File: config.mk
export PLATFORM = sky130hd
export DESIGN_NAME = harvard_mem_arbiter_flat
export DESIGN_NICKNAME = d
export VERILOG_FILES = /design/src/rtl/harvard_mem_arbiter_pkg.sv /design/src/rtl/harvard_mem_arbiter_if.sv /design/src/rtl/harvard_mem_arbiter_watchdog.sv /design/src/rtl/harvard_mem_arbiter.sv /design/src/flat_wrapper.sv
export SDC_FILE = /design/constraint.sdc
export NUM_CORES = 1
export LEC_CHECK = 0
export ABC_CLOCK_PERIOD_IN_PS = 1700
export BUFFER_PORTS_ARGS = -buffer_cell sky130_fd_sc_hd__buf_4
export CAP_MARGIN = 25
export CORE_MARGIN = 1.5
export CORE_UTILIZATION = 35
export DETAILED_ROUTE_END_ITERATION = 12
export PLACE_DENSITY = 0.7
export SYNTH_ARGS = -nofsm -noshare
export SYNTH_HDL_FRONTEND = slang
export SYNTH_SLANG_ARGS = --single-unit
File: constraint.sdc
create_clock -name clk -period 1.7 [get_ports clk]
set_input_delay 0.085 -clock clk [delete_from_list [all_inputs] [get_ports clk]]
set_output_delay 0.085 -clock clk [all_outputs]
set_load 0.05 [all_outputs]
File: src/rtl/harvard_mem_arbiter_pkg.sv
// Shared types and default sizing for the Harvard-core memory arbiter.
// States follow one CPU step: fetch, decode settle, optional data access, retire.
package harvard_mem_arbiter_pkg;

    localparam int ADDR_W_DEF   = 32;
    localparam int DATA_W_DEF   = 32;
    localparam int MAX_WAIT_DEF = 255;

    typedef enum logic [2:0] {
        FETCH,
        DECIDE,
        DATA_RD,
        DATA_WR,
        RELEASE,
        HALT
    } arb_state_t;

    function automatic logic is_access(arb_state_t s);
        return (s == FETCH) || (s == DATA_RD) || (s == DATA_WR);
    endfunction

endpackage

File: src/rtl/harvard_mem_arbiter_if.sv
// Shared single-ported memory bus: arbiter is master, RAM/ROM is slave.
// An access completes on a rising edge where mem_waitrequest is low.
interface harvard_mem_arbiter_if #(
    parameter int ADDR_W = 32,
    parameter int DATA_W = 32
);
    logic [ADDR_W-1:0] mem_address;
    logic              mem_read;
    logic              mem_write;
    logic [DATA_W-1:0] mem_writedata;
    logic [DATA_W-1:0] mem_readdata;
    logic              mem_waitrequest;

    modport master (
        output mem_address, mem_read, mem_write, mem_writedata,
        input  mem_readdata, mem_waitrequest
    );

    modport slave (
        input  mem_address, mem_read, mem_write, mem_writedata,
        output mem_readdata, mem_waitrequest
    );
endinterface

File: src/rtl/harvard_mem_arbiter_watchdog.sv
// Per-access stall counter; expired_o fires on the stalled cycle that
// brings the count to MAX_WAIT so the caller can abort on that edge.
module harvard_mem_arbiter_watchdog
    import harvard_mem_arbiter_pkg::*;
#(
    parameter int MAX_WAIT = MAX_WAIT_DEF
) (
    input  logic clk,
    input  logic reset_n,
    input  logic clear_i,
    input  logic tick_i,
    output logic expired_o
);
    localparam int CNT_W = $clog2(MAX_WAIT + 1);

    logic [CNT_W-1:0] cnt_q, cnt_d;

    assign expired_o = tick_i && (cnt_q == CNT_W'(MAX_WAIT - 1));

    always_comb begin
        cnt_d = cnt_q;
        if (clear_i)
            cnt_d = '0;
        else if (tick_i)
            cnt_d = cnt_q + CNT_W'(1);
    end

    always_ff @(posedge clk or negedge reset_n) begin
        if (!reset_n)
            cnt_q <= '0;
        else
            cnt_q <= cnt_d;
    end
endmodule

File: src/rtl/harvard_mem_arbiter.sv
// Steps a frozen-clock Harvard MIPS core over one shared memory bus:
// fetch, decode settle, at most one data access, then one clk_enable pulse.
module harvard_mem_arbiter
    import harvard_mem_arbiter_pkg::*;
#(
    parameter int ADDR_W   = ADDR_W_DEF,
    parameter int DATA_W   = DATA_W_DEF,
    parameter int MAX_WAIT = MAX_WAIT_DEF
) (
    input  logic              clk,
    input  logic              reset_n,
    input  logic              cpu_active,
    output logic              clk_enable,
    input  logic [ADDR_W-1:0] instr_address,
    output logic [DATA_W-1:0] instr_readdata,
    input  logic [ADDR_W-1:0] data_address,
    input  logic              data_read,
    input  logic              data_write,
    input  logic [DATA_W-1:0] data_writedata,
    output logic [DATA_W-1:0] data_readdata,
    output logic              halted,
    output logic              bus_err,
    harvard_mem_arbiter_if.master bus
);
    arb_state_t state_q, state_d;

    logic              rd_q, wr_q, clk_en_q, halted_q, err_q;
    logic [DATA_W-1:0] ir_q, dr_q, rd_val;
    logic              set_err, ir_ld, dr_ld;
    logic              done, tick, wd_exp, wd_clr;

    assign done   = (rd_q | wr_q) & ~bus.mem_waitrequest;
    assign tick   = (rd_q | wr_q) &  bus.mem_waitrequest;
    assign rd_val = done ? bus.mem_readdata : '0;
    assign wd_clr = is_access(state_d) && (state_d != state_q);

    harvard_mem_arbiter_watchdog #(
        .MAX_WAIT (MAX_WAIT)
    ) u_wd (
        .clk       (clk),
        .reset_n   (reset_n),
        .clear_i   (wd_clr),
        .tick_i    (tick),
        .expired_o (wd_exp)
    );

    always_comb begin
        state_d = state_q;
        set_err = 1'b0;
        ir_ld   = 1'b0;
        dr_ld   = 1'b0;
        unique case (state_q)
            FETCH: begin
                if (done || wd_exp) begin
                    state_d = DECIDE;
                    ir_ld   = 1'b1;
                    set_err = wd_exp;
                end
            end
            DECIDE: begin
                if (!cpu_active)
                    state_d = HALT;
                else if (data_write) begin
                    state_d = DATA_WR;
                    set_err = data_read;
                end else if (data_read)
                    state_d = DATA_RD;
                else
                    state_d = RELEASE;
            end
            DATA_RD: begin
                if (done || wd_exp) begin
                    state_d = RELEASE;
                    dr_ld   = 1'b1;
                    set_err = wd_exp;
                end
            end
            DATA_WR: begin
                if (done || wd_exp) begin
                    state_d = RELEASE;
                    set_err = wd_exp;
                end
            end
            RELEASE: state_d = FETCH;
            HALT:    state_d = HALT;
            default: state_d = FETCH;
        endcase
    end

    // Strobes are flops fed from the next state, so they never glitch.
    always_ff @(posedge clk or negedge reset_n) begin
        if (!reset_n) begin
            state_q  <= FETCH;
            rd_q     <= 1'b0;
            wr_q     <= 1'b0;
            clk_en_q <= 1'b0;
            halted_q <= 1'b0;
            err_q    <= 1'b0;
            ir_q     <= '0;
            dr_q     <= '0;
        end else begin
            state_q  <= state_d;
            rd_q     <= (state_d == FETCH) || (state_d == DATA_RD);
            wr_q     <= (state_d == DATA_WR);
            clk_en_q <= (state_d == RELEASE);
            halted_q <= (state_d == HALT);
            err_q    <= err_q | set_err;
            if (ir_ld)
                ir_q <= rd_val;
            if (dr_ld)
                dr_q <= rd_val;
        end
    end

    // PC moves on the retiring edge, so the fetch address is steered live.
    assign bus.mem_address   = (rd_q && state_q == FETCH) ? instr_address :
                               (rd_q | wr_q)             ? data_address  : '0;
    assign bus.mem_read      = rd_q;
    assign bus.mem_write     = wr_q;
    assign bus.mem_writedata = wr_q ? data_writedata : '0;

    assign clk_enable     = clk_en_q;
    assign halted         = halted_q;
    assign bus_err        = err_q;
    assign instr_readdata = ir_q;
    assign data_readdata  = dr_q;
endmodule

File: src/flat_wrapper.sv
// flat-port wrapper written by rule: the top's interface ports become plain ports
module harvard_mem_arbiter_flat import harvard_mem_arbiter_pkg::*;
#(
    parameter int ADDR_W   = ADDR_W_DEF,
    parameter int DATA_W   = DATA_W_DEF,
    parameter int MAX_WAIT = MAX_WAIT_DEF
)
  (clk, reset_n, cpu_active, clk_enable, instr_address, instr_readdata, data_address, data_read, data_write, data_writedata, data_readdata, halted, bus_err, bus_mem_address, bus_mem_read, bus_mem_write, bus_mem_writedata, bus_mem_readdata, bus_mem_waitrequest);
  harvard_mem_arbiter_if #(.ADDR_W(ADDR_W), .DATA_W(DATA_W)) bus_i ();
  input  logic clk;
  input  logic reset_n;
  input  logic cpu_active;
  output logic clk_enable;
  input  logic [ADDR_W-1:0] instr_address;
  output logic [DATA_W-1:0] instr_readdata;
  input  logic [ADDR_W-1:0] data_address;
  input  logic data_read;
  input  logic data_write;
  input  logic [DATA_W-1:0] data_writedata;
  output logic [DATA_W-1:0] data_readdata;
  output logic halted;
  output logic bus_err;
  output wire logic [$bits(bus_i.mem_address)-1:0] bus_mem_address;
  output wire logic [$bits(bus_i.mem_read)-1:0] bus_mem_read;
  output wire logic [$bits(bus_i.mem_write)-1:0] bus_mem_write;
  output wire logic [$bits(bus_i.mem_writedata)-1:0] bus_mem_writedata;
  input wire logic [$bits(bus_i.mem_readdata)-1:0] bus_mem_readdata;
  input wire logic [$bits(bus_i.mem_waitrequest)-1:0] bus_mem_waitrequest;
  assign bus_mem_address = bus_i.mem_address;
  assign bus_mem_read = bus_i.mem_read;
  assign bus_mem_write = bus_i.mem_write;
  assign bus_mem_writedata = bus_i.mem_writedata;
  assign bus_i.mem_readdata = bus_mem_readdata;
  assign bus_i.mem_waitrequest = bus_mem_waitrequest;
  harvard_mem_arbiter #(.ADDR_W(ADDR_W), .DATA_W(DATA_W), .MAX_WAIT(MAX_WAIT)) u_core (.clk(clk), .reset_n(reset_n), .cpu_active(cpu_active), .clk_enable(clk_enable), .instr_address(instr_address), .instr_readdata(instr_readdata), .data_address(data_address), .data_read(data_read), .data_write(data_write), .data_writedata(data_writedata), .data_readdata(data_readdata), .halted(halted), .bus_err(bus_err), .bus(bus_i));
endmodule
Word-level counts from Yosys, hierarchy flattened
Index checks and enable logic that the tools add are counted.
{ "word_totals": {"output_inout_bits": 133, "ff_bits": 80, "inputBits": 134, "elab_cells": 55} }
{ "classes": {"bitwise": 5, "addsub": 1, "reduce_logical": 11, "muxes": 19, "eq_ne": 10} }
{ "ops": {"columns": ["operator", "n"], "rows": [
  ["2-to-1 mux 32 bit", 4],
  ["2-to-1 mux 8 bit", 2],
  ["2-to-1 mux 3 bit", 5],
  ["== test 3 x 2 -> 1 bit (second input constant)", 4],
  ["one-hot mux 3 bit (4 select lines)", 1],
  ["== test 3 bit (second input constant)", 3],
  ["adder 8 x 1 -> 8 bit (second input constant)", 1],
  ["== test 8 bit (second input constant)", 1],
  ["logical NOT 3 bit", 2],
  ["2-to-1 mux 1 bit", 6],
  ["== test 3 x 1 -> 1 bit (second input constant)", 1],
  ["logical AND 1 bit", 3],
  ["logical OR 1 bit", 3],
  ["!= test 3 bit", 1],
  ["OR reduction 3 bit", 1],
  ["AND 1 bit", 2],
  ["bitwise OR 1 bit", 2],
  ["one-hot mux 1 bit (2 select lines)", 1],
  ["nonzero test 2 bit", 1],
  ["OR reduction 2 bit", 1],
  ["inverter 1 bit", 1]
]} }

Depth between registers and ports, before layout
{ "depth": {"depth_word": 11, "ltp_mapped": 8, "depth_no_buf": 6} }

Modules after synthesis
From an unflattened synthesis, not the netlist that was laid out.
{ "unflattened": {"hier_cells": 377, "area_unflattened_um2": 3839.9} }
{ "modules_own_cells": {"columns": ["module", "cells_per_inst", "area_per_inst_um2", "instances", "seq_area_each_um2"], "rows": [
  ["harvard_mem_arbiter", 336, 3428.3, 1, 1801.7],
  ["harvard_mem_arbiter_watchdog", 41, 411.6, 1, 200.2]
]} }

Worst setup path before layout
Ideal clock, no wire load.
{ "synth_timing": {"path_kind": "reg-to-output", "from": "register u_core.rd_q, in the netlist u_core.bus.mem_read", "to": "output port bus_mem_address[10]", "path_slack_ns": -0.558, "stages_incl_launch_ff": 6, "n_path_buf": 2, "arrival_time_ns": 2.173, "t_required_ns": 1.615, "path_cell_list": "dfrtp_1 -> and2_1 -> clkbuf_1 -> clkbuf_1 -> nand2_1 -> a21oi_1"} }
{ "synth_via": {"elab_chain_len": 3, "elab_cells_between_ends": 4, "cone_classes": "mux (2); bitwise (1); reduce/logical (1)"} }
{ "synth_lines": {"columns": ["item", "line", "rtl"], "rows": [
  ["from (decl)", "harvard_mem_arbiter.sv:27", "logic rd_q, wr_q, clk_en_q, halted_q, err_q;"],
  ["from (signal assigned)", "harvard_mem_arbiter.sv:103", "rd_q <= (state_d == FETCH) || (state_d == DATA_RD);"],
  ["bitwise OR 1 bit", "harvard_mem_arbiter.sv:117", "(rd_q | wr_q) ? data_address : '0;"],
  ["2-to-1 mux 32 bit", "harvard_mem_arbiter.sv:117", null],
  ["2-to-1 mux 32 bit *", "harvard_mem_arbiter.sv:116", "assign bus.mem_address = (rd_q && state_q == FETCH) ? instr_address :"],
  ["to (decl)", "flat_wrapper.sv:23", "output wire logic [$bits(bus_i.mem_address)-1:0] bus_mem_address;"]
]} }
Mark *: on every way between the ends. The rest lies on a longest branch, timed or not.

Final worst setup path
{ "layout_timing": {"from": "register u_core.u_wd.cnt_q[0]", "to": "register u_core.dr_q[17], in the netlist u_core.data_readdata[17]"} }
{ "layout_via": {"elab_chain_len": 5} }
{ "layout_lines": {"columns": ["item", "line", "rtl"], "rows": [
  ["from (decl)", "harvard_mem_arbiter_watchdog.sv:16", "logic [CNT_W-1:0] cnt_q, cnt_d;"],
  ["from (signal assigned)", "harvard_mem_arbiter_watchdog.sv:32", "cnt_q <= cnt_d;"],
  ["== test 8 bit", "harvard_mem_arbiter_watchdog.sv:18", "assign expired_o = tick_i && (cnt_q == CNT_W'(MAX_WAIT - 1));"],
  ["logical AND 1 bit", "harvard_mem_arbiter_watchdog.sv:18", null],
  ["logical OR 1 bit", "harvard_mem_arbiter.sv:72", "if (done || wd_exp) begin"],
  ["2-to-1 mux 1 bit", "harvard_mem_arbiter.sv:72", null],
  ["2-to-1 mux 1 bit", "harvard_mem_arbiter.sv:52", "unique case (state_q)"],
  ["to (signal assigned)", "harvard_mem_arbiter.sv:111", "dr_q <= rd_val;"],
  ["to (decl)", "harvard_mem_arbiter.sv:28", "logic [DATA_W-1:0] ir_q, dr_q, rd_val;"]
]} }
Every way passes these cells.
A chain may end at the register's enable or synchronous reset.

==> key figures <==
Status
  • Status: finished with violations
  • Violated checks: setup timing

Pwr
  • Internal power: about 7.7 mW
  • Sw Pwr: approximately 9.1 mW
  • Leak pwr: around 3.7 nW
  • Clk pwr share: just under 8%
  • Sw Share: a little over half
  • Pwr Total: 16.8 mW
  • Combinational power share: 72.5%
  • PD cells: 2250 nW/um2
  • Sequential share of power: between 15 and 20%
  • Max VDD drop: 1.50 mV

Final layout
  • Post-Layout Cell Count: about 840
  • Highest-count cells in the layout ignoring fill and taps: 255 x buf_4, 78 x dfrtp_1, 64 x a22o_1, 42 x nand2_1, 33 x dlygate4sd3_1
  • FILL cells: roughly 730
  • Commonest non-fill, non-tap cell in the layout: buf_4
  • Synth-to-layout area growth: 99.0%
  • Final net count: ~830
  • Multi-input gate area: approximately 2100 um2
  • Layout cells sized above 1: between 50% and 60%
  • FF+latch area: approximately 2000 um2
  • Post-layout util: 72.1%

Synth
  • Flops & latches, synth: 80
  • Yosys warning count: 0
  • Synth Area in Simple Gates: 18.3%
  • Synth top area share: a little over half
  • Post-synth cell types: 32
  • Syn Area/Cell: 9.99 um2
  • Synthesized area: approximately 3800 um2
  • Syn_nets: 512
  • Seq/Total Area, Yosys: a little over half
  • Number of synthesized flops with an enable pin: 0
  • Area contributors post-synth: dfrtp_1 53%, a22o_1 15%, nand2_1 7.2%
  • Ys async rst share: 100%
  • Compound-Gate Fraction of Synth Area: between 20% and 30%
  • Post-synthesis adder-cell area fraction: less than 1%
  • Largest family of logic cells by synthesized area: compound AO/OA/AOI/OAI gates
  • Post-Synth XOR/XNOR Area: 1.63%
  • Mux cell area share after synthesis: 0%
  • Largest area contributor in the netlist: dfrtp_1
  • Mapped Cells: between 300 and 400
  • Synth Flop Type: dfrtp_1

Setup path
  • Startpoint type of the worst setup path: flip-flop
  • Nature of the critical path endpoint: flip-flop
  • CP arrival: around 2.1 ns
  • Critical-path cell list: inv_2 > ha_4 > nand3_2 > o21a_1 > or4_4 > clkbuf_16 > a22o_1
  • CP max FO: 8
  • Crit path buf inv count: 2
  • Delay-heaviest family, CP: simple AND/OR/NAND/NOR gates
  • Max incr delay on CP: roughly 0.5 ns
  • Slowest CP cell: or4_4
  • Worst EP required: 1.94 ns
  • Setup CP Type: flip-flop to flip-flop

Die
  • Die area: 11400 um2
  • Initial Util: 36.2%
  • Core Area: slightly above 10000 um2
  • Die Y: 107 um
  • Die width: roughly 110 um
  • Top Ports: 267
  • Rows: 37

Routing
  • Vias: approximately 4300
  • TritonRoute pass-1 iters: 4
  • WL/cell: around 19 um
  • Via density: roughly 5
  • DRC violation count after routing: 0
  • DR iter-0 viols: just under 300
  • Routed WL: ~16000 um
  • Routed Antenna Nets: 0

Timing
  • Fmax: roughly 540 MHz
  • Final count of hold timing violations: 0
  • Clk_skew: around 0.006 ns
  • Final setup violation count: 64
  • Rel. slew slack: approximately two thirds
  • Final WS setup: -0.166 ns
  • Slew Limit Fails: 0
  • Slew @ Worst Pin: around 0.50 ns
  • Post-route minimum period: 1.87 ns
  • Unrepaired setup endpoints after global routing: true
  • Final period util: 110%

Clock tree
  • CTS max path bufs: 2
  • CTS Root Cell: clkbuf_8
  • Worst skew pair latency: about 0.35 ns
  • CTS Sinks: 80
  • CTS tree: done
  • CTS H-tree depth: 3
  • CTS clk-pin slew, worst paths: 0.09 ns
  • TritonCTS Buffers: 9

Placed design
  • Routability Congestion: 0.881
  • HPWL after detailed placement: roughly 10000 um
  • Pre-CTS WS: -0.150 ns
  • Placed Cells: a little under 800
  • Number of I/O port buffers: ~270

GRT
  • Total track usage: ~25%
  • Initial antenna violation count: 1
  • Largest net degree at the start of global routing: 43
  • Grt ovf: 0
  • Vias in the first global route: ~4400
  • First-pass GRT wire length: 22300 um

Worst hold path
  • Worst Hold Class: primary input to flip-flop

Job
  • Max Cap Violations: 0
[power groups by stage]
stage	Combinational (mW)	Sequential (mW)	Clock, mW
floorplan	5.13	5.79	0
global placement	10.8	3.31	0
detailed placement	11.0	3.28	0
CTS	11.6	3.29	1.33
global route	12.7	3.40	1.44
finish	12.2	3.31	1.31
[logic make-up after synthesis]
group / count (synthesis)
simple gates: 144
compound gates: 112
flops: 80
buf+inv: 31
xor+xnor: 7
fa+ha+maj: 2
[stage by stage]
step	TNS, ns	instance area, um2	hold slack (ns)
final	-8.55	7480	0.0712
after floorplan	-4.13	4170	-0.211
after global routing	-13.91	7480	0.0871
after global placement	-2.56	6440	0.0837
after CTS	-7.88	7130	0.0384
after detailed placement	-4.21	6440	0.0869
[cells in the mapped netlist, types with 2 or more instances]
| library cell | number |
|---|---|
| a21oi_1 | 32 |
| a22o_1 | 64 |
| and2_1 | 34 |
| buf_2 | 6 |
| buf_6 | 3 |
| clkbuf_1 | 20 |
| dfrtp_1 | 80 |
| ha_1 | 2 |
| inv_1 | 2 |
| nand2_1 | 72 |
| nand2b_1 | 3 |
| nand3_1 | 2 |
| nand4_1 | 3 |
| nor2_1 | 17 |
| nor2b_1 | 5 |
| nor3_1 | 3 |
| o211ai_1 | 3 |
| o21a_1 | 3 |
| o21ai_0 | 4 |
| xnor2_1 | 4 |
| xor2_1 | 3 |
[metal layers]
layer  vias to the layer above  track usage (%)  part of all wire (%)
li1                       1959                -                     -
met1                      2077             30.7                    39
met2                       202             44.0                    52
met3                        12             6.02                   7.7
met4                         0             6.38                  0.82
met5                         -                0                     0
[repair_timing]
action                                  in CTS  in global routing
endpoints found under the setup margin      64                101
cloned                                       1                  8
pin swaps                                    1                  9
setup buffers                                3                  3
hold buffers                                33                  0
gates resized for setup                     38                 44
endpoints found under the hold margin      102                  0
[layout make-up]
cell class              instances  area share (%)
well taps                     136            2.28
clock inverters                 7           0.736
repair buffers                338            40.1
inverters                       2           0.100
flip-flops and latches         80            26.8
multi-input cells             265            28.3
diodes                          1          0.0335
clock buffers                   9            1.66
[state kept, by name (all words and copies together), names as in the netlist]
name	flops
u_core.data_readdata	32
u_core.bus_err	1
u_core.bus.mem_write	1
u_core.clk_enable	1
u_core.instr_readdata	32
u_core.halted	1
u_core.state_q	3
u_core.u_wd.cnt_q	8
u_core.bus.mem_read	1
[worst reg2reg max path, stage by stage, from the launching register on]
cell       delay, ns
dfrtp_1         0.40
inv_2           0.08
ha_4            0.13
nand3_2         0.07
o21a_1          0.19
or4_4           0.50
clkbuf_16       0.21
a22o_1          0.19
[final timing paths]
| path | startpoint | end | slack (ns) | cells after the start |
|---|---|---|---|---|
| max in group asynchronous | reset_n | u_core.instr_readdata[25]$_DFFE_PN0P_ | 0.88 | 3 |
| hold / removal | data_read | u_core.state_q[1]$_DFF_PN0_ | 0.07 | 3 |
| hold reg to reg | u_core.data_readdata[10]$_DFFE_PN0P_ | u_core.data_readdata[10]$_DFFE_PN0P_ | 0.51 | 1 |
| setup / recovery | u_core.u_wd.cnt_q[0]$_DFFE_PN0P_ | u_core.data_readdata[17]$_DFFE_PN0P_ | -0.17 | 7 |
| setup reg to reg | u_core.u_wd.cnt_q[0]$_DFFE_PN0P_ | u_core.data_readdata[17]$_DFFE_PN0P_ | -0.17 | 7 |
| min in group asynchronous | reset_n | u_core.instr_readdata[7]$_DFFE_PN0P_ | 0.23 | 2 |
No activity file was read; power rests on OpenSTA's default activity.
